===== config.mk =====
export PLATFORM = sky130hd
export DESIGN_NAME = sequenciador_ventoinha
export DESIGN_NICKNAME = d
export VERILOG_FILES = /design/src/rtl/ventoinha_pkg.sv /design/src/rtl/classificador_temperatura.sv /design/src/rtl/sequenciador_ventoinha.sv
export SDC_FILE = /design/constraint.sdc
export NUM_CORES = 1
export LEC_CHECK = 0
export ABC_CLOCK_PERIOD_IN_PS = 2790
export BUFFER_PORTS_ARGS = -buffer_cell sky130_fd_sc_hd__buf_2
export CORE_MARGIN = 2
export CORE_UTILIZATION = 40
export CTS_BUF_LIST = sky130_fd_sc_hd__clkbuf_4
export DETAILED_ROUTE_END_ITERATION = 7
export GPL_TIMING_DRIVEN = 1
export SYNTH_ARGS = -nofsm -noshare
export SYNTH_HDL_FRONTEND = slang
export SYNTH_SLANG_ARGS = --single-unit

===== constraint.sdc =====
create_clock -name clock -period 2.79 [get_ports clock]
set_clock_uncertainty 0.05 [all_clocks]
set_input_delay 0.1395 -clock clock [delete_from_list [all_inputs] [get_ports clock]]
set_output_delay 0.1395 -clock clock [all_outputs]
set_load 0.05 [all_outputs]

===== src/rtl/ventoinha_pkg.sv =====
// Shared constants for the fan sequencer: level codes, FSM encoding and
// default thermal/timing parameters.
package ventoinha_pkg;

  localparam logic [1:0] NIVEL_OFF = 2'd0;
  localparam logic [1:0] NIVEL_1   = 2'd1;
  localparam logic [1:0] NIVEL_2   = 2'd2;
  localparam logic [1:0] NIVEL_3   = 2'd3;

  typedef enum logic [2:0] {
    DESLIGADO = 3'd0,
    PARTIDA   = 3'd1,
    OPERANDO  = 3'd2,
    FALHA     = 3'd3
  } estado_t;

  localparam int unsigned LIM1_DEF    = 40;
  localparam int unsigned LIM2_DEF    = 60;
  localparam int unsigned LIM3_DEF    = 80;
  localparam int unsigned HIST_DEF    = 4;
  localparam int unsigned KICK_DEF    = 2000;
  localparam int unsigned DWELL_DEF   = 5000;
  localparam int unsigned TIMEOUT_DEF = 100000;

endpackage


===== src/rtl/classificador_temperatura.sv =====
// Combinational hysteresis classifier: a threshold already reached by the
// current target is lowered by HIST so the level does not chatter.
module classificador_temperatura
  import ventoinha_pkg::*;
#(
  parameter int unsigned LIM1 = LIM1_DEF,
  parameter int unsigned LIM2 = LIM2_DEF,
  parameter int unsigned LIM3 = LIM3_DEF,
  parameter int unsigned HIST = HIST_DEF
) (
  input  logic [7:0] temp,
  input  logic [1:0] alvo_atual,
  output logic [1:0] alvo_novo
);

  localparam logic [2:0][7:0] LIM = {8'(LIM3), 8'(LIM2), 8'(LIM1)};

  logic [2:0] acima;

  for (genvar k = 0; k < 3; k++) begin : g_lim
    logic [7:0] thr;
    assign thr      = (alvo_atual > 2'(k)) ? LIM[k] - 8'(HIST) : LIM[k];
    assign acima[k] = temp >= thr;
  end

  assign alvo_novo = {1'b0, acima[0]} + {1'b0, acima[1]} + {1'b0, acima[2]};

endmodule


===== src/rtl/sequenciador_ventoinha.sv =====
// Fan sequencer: classifies temperature into a target level, kicks the fan at
// full speed on start, ramps one step per dwell period, and fails safe on silence.
module sequenciador_ventoinha
  import ventoinha_pkg::*;
#(
  parameter int unsigned LIM1    = LIM1_DEF,
  parameter int unsigned LIM2    = LIM2_DEF,
  parameter int unsigned LIM3    = LIM3_DEF,
  parameter int unsigned HIST    = HIST_DEF,
  parameter int unsigned KICK    = KICK_DEF,
  parameter int unsigned DWELL   = DWELL_DEF,
  parameter int unsigned TIMEOUT = TIMEOUT_DEF
) (
  input  logic       clock,
  input  logic       reset,
  input  logic [7:0] temp,
  input  logic       temp_valid,
  output logic [1:0] s_nivel,
  output logic       rele,
  output logic       falha,
  output logic [2:0] db_estado
);

  localparam int KW = $clog2(KICK + 1);
  localparam int DW = $clog2(DWELL + 1);
  localparam int WW = $clog2(TIMEOUT + 1);

  estado_t       estado, estado_nx;
  logic [1:0]    nivel, nivel_nx;
  logic [1:0]    alvo, alvo_cls;
  logic [KW-1:0] cnt_kick, cnt_kick_nx;
  logic [DW-1:0] cnt_dwell, cnt_dwell_nx;
  logic [WW-1:0] cnt_wd, cnt_wd_nx;
  logic          expira;

  classificador_temperatura #(
    .LIM1(LIM1), .LIM2(LIM2), .LIM3(LIM3), .HIST(HIST)
  ) u_cls (
    .temp      (temp),
    .alvo_atual(alvo),
    .alvo_novo (alvo_cls)
  );

  // A sample landing on the would-be timeout cycle clears the counter first.
  always_comb begin
    cnt_wd_nx = cnt_wd;
    if (temp_valid)                   cnt_wd_nx = '0;
    else if (cnt_wd != WW'(TIMEOUT))  cnt_wd_nx = cnt_wd + 1'b1;
  end

  assign expira = !temp_valid && (cnt_wd == WW'(TIMEOUT - 1));

  always_ff @(posedge clock or posedge reset) begin
    if (reset) begin
      estado    <= DESLIGADO;
      nivel     <= NIVEL_OFF;
      alvo      <= NIVEL_OFF;
      cnt_kick  <= '0;
      cnt_dwell <= '0;
      cnt_wd    <= '0;
    end else begin
      estado    <= estado_nx;
      nivel     <= nivel_nx;
      cnt_kick  <= cnt_kick_nx;
      cnt_dwell <= cnt_dwell_nx;
      cnt_wd    <= cnt_wd_nx;
      if (temp_valid) alvo <= alvo_cls;
    end
  end

  always_comb begin
    estado_nx    = estado;
    nivel_nx     = nivel;
    cnt_kick_nx  = cnt_kick;
    cnt_dwell_nx = cnt_dwell;
    if (expira) begin
      estado_nx = FALHA;
      nivel_nx  = NIVEL_3;
    end else begin
      case (estado)
        DESLIGADO: if (alvo != NIVEL_OFF) begin
          estado_nx   = PARTIDA;
          nivel_nx    = NIVEL_3;
          cnt_kick_nx = '0;
        end
        PARTIDA: if (cnt_kick == KW'(KICK - 1)) begin
          // Never leave the kick straight to off; the ramp takes it down.
          estado_nx    = OPERANDO;
          nivel_nx     = (alvo == NIVEL_OFF) ? NIVEL_1 : alvo;
          cnt_dwell_nx = '0;
        end else begin
          cnt_kick_nx = cnt_kick + 1'b1;
        end
        OPERANDO: if (nivel == alvo) begin
          cnt_dwell_nx = '0;
        end else if (cnt_dwell == DW'(DWELL - 1)) begin
          cnt_dwell_nx = '0;
          nivel_nx     = (alvo > nivel) ? nivel + 2'd1 : nivel - 2'd1;
          if (nivel == NIVEL_1 && alvo == NIVEL_OFF) estado_nx = DESLIGADO;
        end else begin
          cnt_dwell_nx = cnt_dwell + 1'b1;
        end
        FALHA: if (temp_valid) begin
          estado_nx    = OPERANDO;
          nivel_nx     = NIVEL_3;
          cnt_dwell_nx = '0;
        end
        default: begin
          estado_nx = DESLIGADO;
          nivel_nx  = NIVEL_OFF;
        end
      endcase
    end
  end

  assign s_nivel   = nivel;
  assign rele      = (estado != DESLIGADO);
  assign falha     = (estado == FALHA);
  assign db_estado = estado;

endmodule

==> results of run 1 <==
==> logic make-up (layout without fill, tap and decap cells) <==
group	Yosys count	in the layout	synth area share, %
mux	6	6	2.06
simple gates	137	137	24.1
buf+inv	31	51	4.50
flops	47	47	38.8
compound gates	87	87	19.1
fa+ha+maj	17	17	7.27
other cells	1	1	0.124
xor+xnor	14	14	4.05
==> registers in the layout, indices dropped and copies added (netlist names) <==
| register | count |
|---|---|
| cnt_wd | 17 |
| cnt_dwell | 13 |
| cnt_kick | 11 |
| alvo | 2 |
| db_estado | 2 |
| s_nivel | 2 |
==> worst max path at each step <==
| stage | to | start | slack [ps] | cells past startpoint |
|---|---|---|---|---|
| after global routing | cnt_dwell[6] | cnt_wd[0] | 240 | 6 |
| after floorplan | cnt_dwell[10] | db_estado[0] | 200 | 7 |
| after global placement | cnt_dwell[5] | cnt_kick[4] | 420 | 5 |
| final | cnt_dwell[6] | cnt_kick[0] | 350 | 6 |
| after detailed placement | cnt_dwell[6] | cnt_kick[0] | 350 | 6 |
| after CTS | cnt_dwell[6] | cnt_kick[0] | 330 | 6 |
==> worst max-delay path, cell delays in order, from the launching register on <==
cell and delay, ps:
dfrtp_1 420, ha_1 210, nand2_1 60, or3_1 410
a21o_4 310, or3_4 490, o41ai_1 380
==> what timing repair did <==
action	CTS	global route
endpoints found under the setup margin	0	0
endpoints found under the hold margin	48	0
hold buffers	2	0
==> metal layers <==
layer / global-route usage [%] / vias to the layer above / wire [um] / part of all wire [%]
li1: - / 1284 / - / -
met1: 24.8 / 1221 / 3320 / 50
met2: 28.1 / 40 / 3140 / 47
met3: 2.24 / 5 / 174 / 2.6
met4: 4.55 / 0 / 69 / 1.0
met5: 0 / - / 0 / 0
==> cells in the mapped netlist, types with 4 or more instances <==
master	n
xnor2_1	4
nand3_1	19
a211o_1	4
mux2i_1	4
nand4_1	7
or3_1	8
xor2_1	10
ha_1	16
clkbuf_1	9
or4_1	4
o21ai_0	24
inv_1	18
nor2b_1	5
nand2_1	21
nor4_1	5
o31ai_1	22
nor2_1	36
a31oi_1	4
a21oi_1	13
nor3_1	6
dfrtp_1	47
==> layout make-up <==
type | instances | area share [%]
well taps | 99 | 3.73
multi-input cells | 262 | 51.8
clock inverters | 3 | 1.32
inverters | 18 | 2.04
flip-flops and latches | 47 | 35.4
clock buffers | 5 | 1.13
repair buffers | 25 | 4.60
==> stage by stage <==
step	utilization (%)	setup WS (ps)	power, mW	cell area [um2]
global route	45.5	238	2.53	3320
floorplan	-	201	1.66	3030
CTS	45.5	326	2.38	3320
global placement	44.1	417	1.93	3220
detailed placement	44.1	353	1.94	3220
finish	45.5	355	2.36	3320
==> where the power goes <==
part | internal [mW] | leakage [nW] | total, mW | switching [mW]
Sequential | 0.741 | 0.639 | 0.821 | 0.0792
Clock | 0.189 | 0.0452 | 0.415 | 0.227
Combinational | 0.409 | 0.727 | 1.12 | 0.711
==> qor.yml, run 1 <==
grt_overflow_total: 0
track_usage_pct: 17.5
hpwl_um: 4790
vias: 2550
regArea_mm2: 0.00118
cp.arrival_ps: 2640
gp_congestion: 0.816
maxSlewViolCount: 0
antenna_cells: 0
synthTopCellsByArea: "dfrtp_1 (39%), ha_1 (6.6%), o31ai_1 (5.5%)"
die_width_um: 91.0
numCtsBuffers: 5
ys_ff_latch: 47
min_path_cells: 5
r2r-start: "cnt_kick[0]"
reg2reg_depth: 6
num_rows: 31
drtPass1Iterations: 4
initial_core_util_pct: 41.6
antenna_found_initial: 0
rsz0062_at_grt: "false"
period_needed_ps: 2440
wire_per_inst_um: 14.6
place_inst: 449
synth_cells: 340
detail_route.iter0.violations: 125
vias_per_cell: 5.56
fin_crit_sh_pct: 87.3
r2r-end: "cnt_dwell[6]"
vdd_ir_drop_max_uv: 273
cp-end-kind: "register"
ant_nets: 0
cellLeakagePower_nw: 1.41
synth.distinct_cells: 55
tightest_slew_ps: 999
setup_tns_ps: 0
ff2ff_setup_slack_ps: 350
final_cell_mix: "dfrtp_1 (47), nor2_1 (36), o21ai_0 (24), o31ai_1 (22), nand2_1 (21)"
die_h_um: 91.0
start_kind: "register"
cts_tree: "yes"
power.density_mw_per_mm2: 710
async_reset_ff_share_pct: 100
setup_viol: 0
wirelength_um: 6700
path_class: "register to register"
drive_gt1_share_pct: 11.1
grt_pass1_vias: 2444
cp_data_required_time_ps: 2990
grt_max_degree: 48
clk_path_buf_depth: 2
slew-limit-headroom_pct: 33.3
areaGrowthSynthToFinish_pct: 9.54
cts-root-buf: "clkbuf_4"
synth_top_area_share_pct: 38.8
grt_pass1_wl_um: 11800
hold_viol: 0
instances_no_fill: 459
syn_area_mm2: 0.00303
cts_setup_buffers: 0
hp-class: "input pin to register"
syn_nets: 368
synth-seq-area-share_pct: 38.8
status: "complete, no violations"
ys.flop_type: "dfrtp_1"
multi_input_area_mm2: 0.00172
insertion_delay_ps: 370
core-area_mm2: 0.00729
min_to: "alvo[0]"
cts.reportedPaths.clkPinSlew_ps: 140
io_pins: 18
n_fill_cell: 741
path_max_fanout: 17
min_from: "temp[7]"
clkSinkCount: 47
yosys_warnings: 0
io_buffers: 16
ctsResizeCount: 0
synth_enable_flop_cells: 0
final_common_cell: "dfrtp_1"
hold_ws_ps: 218
dieArea_mm2: 0.00829
drv_cap: 0
finalNetCount: 387
drc: 0
ctsHtreeMaxLevel: 2
postSynthAreaPerCell_um2: 8.91
fmax_mhz: 411
yosysTopAreaCell: "dfrtp_1"
No activity file was read; power rests on OpenSTA's default activity.
==> run 2: changes to the inputs <==
--- a/config.mk
+++ b/config.mk
@@ -8,10 +8,11 @@
 export ABC_CLOCK_PERIOD_IN_PS = 2790
 export BUFFER_PORTS_ARGS = -buffer_cell sky130_fd_sc_hd__buf_2
 export CORE_MARGIN = 2
-export CORE_UTILIZATION = 40
+export CORE_UTILIZATION = 60
 export CTS_BUF_LIST = sky130_fd_sc_hd__clkbuf_4
 export DETAILED_ROUTE_END_ITERATION = 7
 export GPL_TIMING_DRIVEN = 1
+export PLACE_DENSITY = 0.79
 export SYNTH_ARGS = -nofsm -noshare
 export SYNTH_HDL_FRONTEND = slang
 export SYNTH_SLANG_ARGS = --single-unit
==> run 2 against run 1 <==
Effect of this change: core utilization up 22 points; routed wire length down 6.3%; design area down 2.8%; first-iteration DRC count up 38%; sequential power down 0.7%; die area down 32%; global-route usage up 7.1 points; critical path depth up 1; non-clock buffer count down 3; clock-buffer cell count up 1; highest routed layer unchanged.
==> qor.yml, run 2 (synthesis results as in run 1) <==
fmax_mhz: 416  # was 411 MHz
areaGrowthSynthToFinish_pct: 6.44  # was 9.54%
grt_overflow_total: 0  # unchanged
period_needed_ps: 2400  # was 2440 ps
slew-limit-headroom_pct: 34.9  # was 33.3%
ant_nets: 0  # unchanged
power.internal_mw: 1.25  # was 1.34 mW
antenna_found_initial: 0  # unchanged
setup_viol: 0  # unchanged
drive_gt1_share_pct: 10.1  # was 11.1%
pwr-share-seq_pct: 36.6  # was 34.8%
maxSlewViolCount: 0  # unchanged
max_stage_delay_ps: 660  # was 490 ps
clk_path_buf_depth: 2  # unchanged
path_max_fanout: 7  # was 17
worst-path-stages: 7  # was 6
tightest_slew_ps: 976  # was 999 ps
switchingPower_uw: 978  # was 1.02 mW
drtPass1Iterations: 5  # was 4
top_register: "cnt_wd"  # unchanged
die_h_um: 75.1  # was 91.0 um
initial_core_util_pct: 63.3  # was 41.6%
ctsHtreeMaxLevel: 2  # unchanged
critPathMostFrequentCell: "a211o_1"
numCtsBuffers: 5  # unchanged
cp-end-kind: "register"  # unchanged
die_width_um: 75.1  # was 91.0 um
final_cell_mix: "dfrtp_1 (47), nor2_1 (36), o21ai_0 (24), o31ai_1 (22), nand2_1 (21)"  # unchanged
vias_per_cell: 6.11  # was 5.56
slowest_stage: "nor3b_1"  # was or3_4
io_pins: 18  # unchanged
cp.arrival_ps: 2610  # was 2640 ps
endpoint: "s_nivel[0]"  # was cnt_dwell[6]
crit_buf_inv: 1  # was 0
ctsResizeCount: 0  # unchanged
largest_reg_flops: 17  # unchanged
io_buffers: 16  # unchanged
multi_input_area_mm2: 0.00172  # unchanged
hpwl_um: 4460  # was 4790 um
fin_crit_sh_pct: 86.2  # was 87.3%
wirelength_um: 6280  # was 6700 um
cts_setup_buffers: 0  # unchanged
n_fill_cell: 404  # was 741
grt_pass1_vias: 2410  # was 2444
core-area_mm2: 0.00479  # was 0.00729 mm2
antenna_cells: 0  # unchanged
final_core_util_pct: 67.4  # was 45.5%
status: "complete, no violations"  # unchanged
setup_tns_ps: 0  # unchanged
r2r-start: "db_estado[0]"  # was cnt_kick[0]
comb_power_share_pct: 49.2  # was 47.5%
crit_chain: "inv_1 > ha_1 > nor3b_1 > or2_2 > a211o_1 > nor3_1 > a211o_1"  # was ha_1 > nand2_1 > or3_1 > a21o_4 > or3_4 > o41ai_1
path_class: "register to register"  # unchanged
r2r-end: "s_nivel[0]"  # was cnt_dwell[6]
clkSinkCount: 47  # unchanged
regArea_mm2: 0.00118  # unchanged
wire_per_inst_um: 14.8  # was 14.6 um
start_kind: "register"  # unchanged
switching_share_pct: 43.9  # was 43.2%
placed_cell_area_mm2: 0.00316  # was 0.00322 mm2
stdcell_area_mm2: 0.00323  # was 0.00332 mm2
cp_data_required_time_ps: 3000  # was 2990 ps
cts-root-buf: "clkbuf_4"  # unchanged
power_frac_clock_pct: 14.2  # was 17.6%
final_common_cell: "dfrtp_1"  # unchanged
finalNetCount: 384  # was 387
min_from: "temp_valid"  # was temp[7]
drv_cap: 0  # unchanged
rsz0062_at_grt: "false"  # unchanged
cts.reportedPaths.clkPinSlew_ps: 130  # was 140 ps
top_regs: "cnt_wd x17, cnt_dwell x13, cnt_kick x11"  # unchanged
setup_ws_ps: 386  # was 355 ps
reg2reg_depth: 7  # was 6
grt_max_degree: 48  # unchanged
detail_route.iter0.violations: 173  # was 125
cp-startpoint: "db_estado[0]"  # was cnt_kick[0]
ff2ff_setup_slack_ps: 390  # was 350 ps
track_usage_pct: 24.6  # was 17.5%
gp_congestion: 0.871  # was 0.816
dieArea_mm2: 0.00564  # was 0.00829 mm2
vdd_ir_drop_max_uv: 412  # was 273 uV
cellLeakagePower_nw: 1.38  # was 1.41 nW
hp-class: "input pin to register"  # unchanged
num_rows: 25  # was 31
place_ws_ps: 399  # was 353 ps
insertion_delay_ps: 360  # was 370 ps
power.density_mw_per_mm2: 691  # was 710 mW/mm2
drc: 0  # unchanged
cts_tree: "yes"  # unchanged
crit_family: "simple AND/OR/NAND/NOR gates"  # unchanged
vias: 2592  # was 2550
hold_viol: 0  # unchanged
grt_pass1_wl_um: 10700  # was 11800 um
[run 2: worst min path at each step]
stage,end,slack (ps),cells past startpoint
final,cnt_wd[7],130,2
after global routing,cnt_wd[7],150,2
after CTS,cnt_wd[5],130,2
after detailed placement,cnt_wd[10],380,2
after global placement,cnt_wd[10],380,2
after floorplan,alvo[0],210,2
[run 2: final cells by class]
| type | instances | area share (%) |
|---|---|---|
| Clock buffer | 6 | 1.40 |
| Inverter | 18 | 2.09 |
| Timing Repair Buffer | 22 | 3.96 |
| Sequential cell | 47 | 36.5 |
| Clock inverter | 2 | 0.233 |
| Multi-Input combinational cell | 262 | 53.3 |
| Tap cell | 67 | 2.60 |
[run 2: power by group through the flow]
stage	sequential [mW]	combinational, mW	clock, mW
detailed placement	0.827	1.09	0
floorplan	0.911	0.748	0
global route	0.829	1.22	0.354
CTS	0.815	1.10	0.323
global placement	0.825	1.07	0
finish	0.815	1.10	0.316
[run 2: timing repair]
action                                 in CTS  in global routing
endpoints found under the hold margin      47                  0
hold buffers                                1                  0
setup endpoints to repair                   0                  0
[run 2: layer usage]
metal / global-route usage, % / up-vias / wire [um]
met2: 38.7 / 73 / 2900
li1: - / 1277 / -
met3: 3.88 / 13 / 255
met5: 0 / - / 0
met4: 9.13 / 0 / 85
met1: 34.2 / 1229 / 3040
[run 2: metrics by stage]
stage	instances	hold slack, ps	total power [mW]
after global routing	424	150	2.40
final	424	133	2.23
after global placement	415	376	1.90
after detailed placement	415	381	1.92
after CTS	424	130	2.23
after floorplan	340	206	1.66
==> run 3: changes to the inputs <==
--- a/config.mk
+++ b/config.mk
@@ -5,14 +5,16 @@
 export SDC_FILE = /design/constraint.sdc
 export NUM_CORES = 1
 export LEC_CHECK = 0
-export ABC_CLOCK_PERIOD_IN_PS = 2790
+export ABC_AREA = 1
+export ABC_CLOCK_PERIOD_IN_PS = 2000
 export BUFFER_PORTS_ARGS = -buffer_cell sky130_fd_sc_hd__buf_2
 export CORE_MARGIN = 2
-export CORE_UTILIZATION = 60
+export CORE_UTILIZATION = 57
 export CTS_BUF_LIST = sky130_fd_sc_hd__clkbuf_4
 export DETAILED_ROUTE_END_ITERATION = 7
+export GPL_ROUTABILITY_DRIVEN = 1
 export GPL_TIMING_DRIVEN = 1
-export PLACE_DENSITY = 0.79
+export PLACE_DENSITY = 0.78
 export SYNTH_ARGS = -nofsm -noshare
 export SYNTH_HDL_FRONTEND = slang
 export SYNTH_SLANG_ARGS = --single-unit
==> constraint.sdc (replaced) <==
create_clock -name clock -period 2 [get_ports clock]
set_clock_uncertainty 0.05 [all_clocks]
set_input_delay 0.1 -clock clock [delete_from_list [all_inputs] [get_ports clock]]
set_output_delay 0.1 -clock clock [all_outputs]
set_load 0.05 [all_outputs]
==> run 3 against run 2 <==
Effect of this change: clock-buffer cell count unchanged; die area up 11%; synthesized area up 6.2%; maximum frequency up 22%; critical endpoint is now alvo[0].
==> qor.yml, run 3 <==
use_met1_pct: 29.7  # was 34.2%
synth.distinct_cells: 36  # was 55
async_reset_ff_share_pct: 100  # unchanged
grt_overflow_total: 0  # unchanged
tightest_slew_ps: 578  # was 976 ps
io_buffers: 16  # unchanged
clk_path_buf_depth: 2  # unchanged
cellLeakagePower_nw: 1.65  # was 1.38 nW
switchingPower_mw: 1.58  # was 978 uW
max_stage_delay_ps: 490  # was 660 ps
synth_cells: 449  # was 340
met2_usage_pct: 42.3  # was 38.7%
synth_enable_flop_cells: 0  # unchanged
hpwl_um: 5050  # was 4460 um
synthTopCellsByArea: "dfrtp_1 (37%), nand2_1 (14%), nand3_1 (6.8%)"  # was dfrtp_1 (39%), ha_1 (6.6%), o31ai_1 (5.5%)
hp-class: "input pin to register"  # unchanged
ys.flop_type: "dfrtp_1"  # unchanged
grt_max_degree: 28  # was 48
wirelength_um: 6870  # was 6280 um
yosys_warnings: 0  # unchanged
drtPass1Iterations: 4  # was 5
drive_gt1_share_pct: 15.9  # was 10.1%
finalNetCount: 504  # was 384
synth_top_area_share_pct: 36.5  # was 38.8%
ys_ff_latch: 47  # unchanged
final_common_cell: "nand2_1"  # was dfrtp_1
finalPower_mw: 3.30  # was 2.23 mW
vias: 2963  # was 2592
placed_cell_area_mm2: 0.00342  # was 0.00316 mm2
die_width_um: 79.1  # was 75.1 um
start_kind: "register"  # unchanged
r2r-start: "alvo[1]"  # was db_estado[0]
path_class: "register to register"  # unchanged
antenna_found_initial: 0  # unchanged
grt_pass1_wl_um: 12200  # was 10700 um
ctsHtreeMaxLevel: 2  # unchanged
largest_reg_flops: 17  # unchanged
cp-end-kind: "register"  # unchanged
cts-root-buf: "clkbuf_4"  # unchanged
slew-limit-headroom_pct: 61.4  # was 34.9%
drc: 0  # unchanged
setup_viol: 0  # unchanged
final_core_util_pct: 65.4  # was 67.4%
fin_crit_sh_pct: 98.5  # was 86.2%
hold_viol: 0  # unchanged
critPathMostFrequentCell: "o21ai_1"  # was a211o_1
syn_area_mm2: 0.00322  # was 0.00303 mm2
ff2ff_setup_slack_ps: 30  # was 390 ps
setup_ws_ps: 30.5  # was 386 ps
power.internal_mw: 1.72  # was 1.25 mW
io_pins: 18  # unchanged
top_register: "cnt_wd"  # unchanged
vias_per_cell: 5.40  # was 6.11
status: "complete, no violations"  # unchanged
comb_power_share_pct: 51.7  # was 49.2%
synth-seq-area-share_pct: 36.5  # was 38.8%
die_h_um: 79.1  # was 75.1 um
grt_busiest_layer: "met2"  # unchanged
n_fill_cell: 486  # was 404
switching_share_pct: 47.8  # was 43.9%
yosysMostFrequentCell: "nand2_1"  # was dfrtp_1
wire_per_inst_um: 12.5  # was 14.8 um
cp.arrival_ps: 2210  # was 2610 ps
period_needed_ps: 1970  # was 2400 ps
place_ws_ps: -25.7  # was 399 ps
power_frac_clock_pct: 13.8  # was 14.2%
core-area_mm2: 0.00547  # was 0.00479 mm2
fmax_mhz: 508  # was 416 MHz
slowest_stage: "fa_1"  # was nor3b_1
syn_nets: 477  # was 368
path_max_fanout: 3  # was 7
cp_data_required_time_ps: 2240  # was 3000 ps
endpoint: "alvo[0]"  # was s_nivel[0]
top_regs: "cnt_wd x17, cnt_dwell x13, cnt_kick x11"  # unchanged
yosysTopAreaCell: "dfrtp_1"  # unchanged
dieArea_mm2: 0.00626  # was 0.00564 mm2
initial_core_util_pct: 58.8  # was 63.3%
areaGrowthSynthToFinish_pct: 11.2  # was 6.44%
setup_tns_ps: 0  # unchanged
track_usage_pct: 23.9  # was 24.6%
stdcell_area_mm2: 0.00358  # was 0.00323 mm2
min_path_cells: 6  # was 2
clkSinkCount: 47  # unchanged
insertion_delay_ps: 360  # about the same
r2r-end: "alvo[0]"  # was s_nivel[0]
ant_nets: 0  # unchanged
power.density_mw_per_mm2: 922  # was 691 mW/mm2
cts_tree: "yes"  # unchanged
instances_no_fill: 549  # was 424
final_cell_mix: "nand2_1 (114), inv_1 (49), dfrtp_1 (45), nand3_1 (44), nor2_1 (41)"  # was dfrtp_1 (47), nor2_1 (36), o21ai_0 (24), o31ai_1 (22), nand2_1 (21)
place_inst: 537  # was 415
cts.reportedPaths.clkPinSlew_ps: 130  # about the same
gp_congestion: 0.905  # was 0.871
vdd_ir_drop_max_uv: 506  # was 412 uV
cp-startpoint: "alvo[1]"  # was db_estado[0]
num_rows: 27  # was 25
rsz0062_at_grt: "true"  # was false
pwr-share-seq_pct: 34.5  # was 36.6%
drv_cap: 0  # unchanged
met3_usage_pct: 4.55  # was 3.88%
reg2reg_depth: 8  # was 7
crit_chain: "nor2_2 > inv_2 > ha_1 > a211oi_2 > o21ai_1 > fa_1 > nand2_1 > o21ai_1"  # was inv_1 > ha_1 > nor3b_1 > or2_2 > a211o_1 > nor3_1 > a211o_1
maxSlewViolCount: 0  # unchanged
numCtsBuffers: 5  # unchanged
hold_ws_ps: 228  # was 133 ps
postSynthAreaPerCell_um2: 7.17  # was 8.91 um2
yosys-top-cells-count: "nand2_1 (117), inv_1 (53), dfrtp_1 (47)"  # was dfrtp_1 (47), nor2_1 (36), o21ai_0 (24)
antenna_cells: 0  # unchanged
detail_route.iter0.violations: 186  # was 173
grt_pass1_vias: 2818  # was 2410
## run 3: timing repair
item,4_1_cts,5_1_grt
buffers inserted,1,1
endpoints found under the hold margin,27,0
hold buffers,2,0
pin swaps,2,1
gates resized for setup,3,12
endpoints found under the setup margin,1,13
## run 3: area by class of cell
type                            instances  area (um2)  share of cell area [%]
Timing Repair Buffer                   28         188                    5.24
Sequential cell                        47        1180                    32.9
Tap cell                               72        90.1                    2.52
Clock inverter                          2        12.5                   0.350
Clock buffer                            6        45.0                    1.26
Multi-Input combinational cell        338        1850                    51.6
Inverter                               56         216                    6.05
## run 3: worst min-delay path by stage
stage                  end        from
2_1_floorplan   cnt_wd[16]  temp_valid
3_3_place_gp   cnt_kick[6]       reset
3_5_place_dp   cnt_kick[8]       reset
4_1_cts            alvo[1]     temp[6]
5_1_grt            alvo[1]     temp[6]
6_report           alvo[1]     temp[6]
## run 3: critical path: cells and delay by family, from the launching register on
family | cells | cell delay [ps]
buffers and inverters | 1 | 70
flip-flops | 1 | 430
adder cells (fa/ha/maj) | 2 | 770
AO/OA/AOI/OAI | 3 | 370
AND/OR/NAND/NOR | 2 | 200
## run 3: routing by layer
layer  share of wire, %  up-vias
li1                   -     1522
met1                 44     1373
met2                 50       56
met3                3.9       12
met4                1.8        0
met5                  0        -
## run 3: logic make-up after synthesis
group	after synthesis	share of synthesized area, %
and+or+nand+nor	256	36.0
buffers and inverters	64	8.28
AOI/OAI and AO/OA	55	9.72
DFF	47	36.5
adders and majority gates	17	6.84
xor gates and xnor gates	9	2.45
other	1	0.117
## run 3: power groups by stage
stage	combinational, mW	clock (mW)	sequential [mW]
finish	1.71	0.455	1.14
global route	1.91	0.506	1.15
CTS	1.64	0.475	1.14
detailed placement	1.62	0	1.15
global placement	1.57	0	1.15
floorplan	1.12	0	1.27
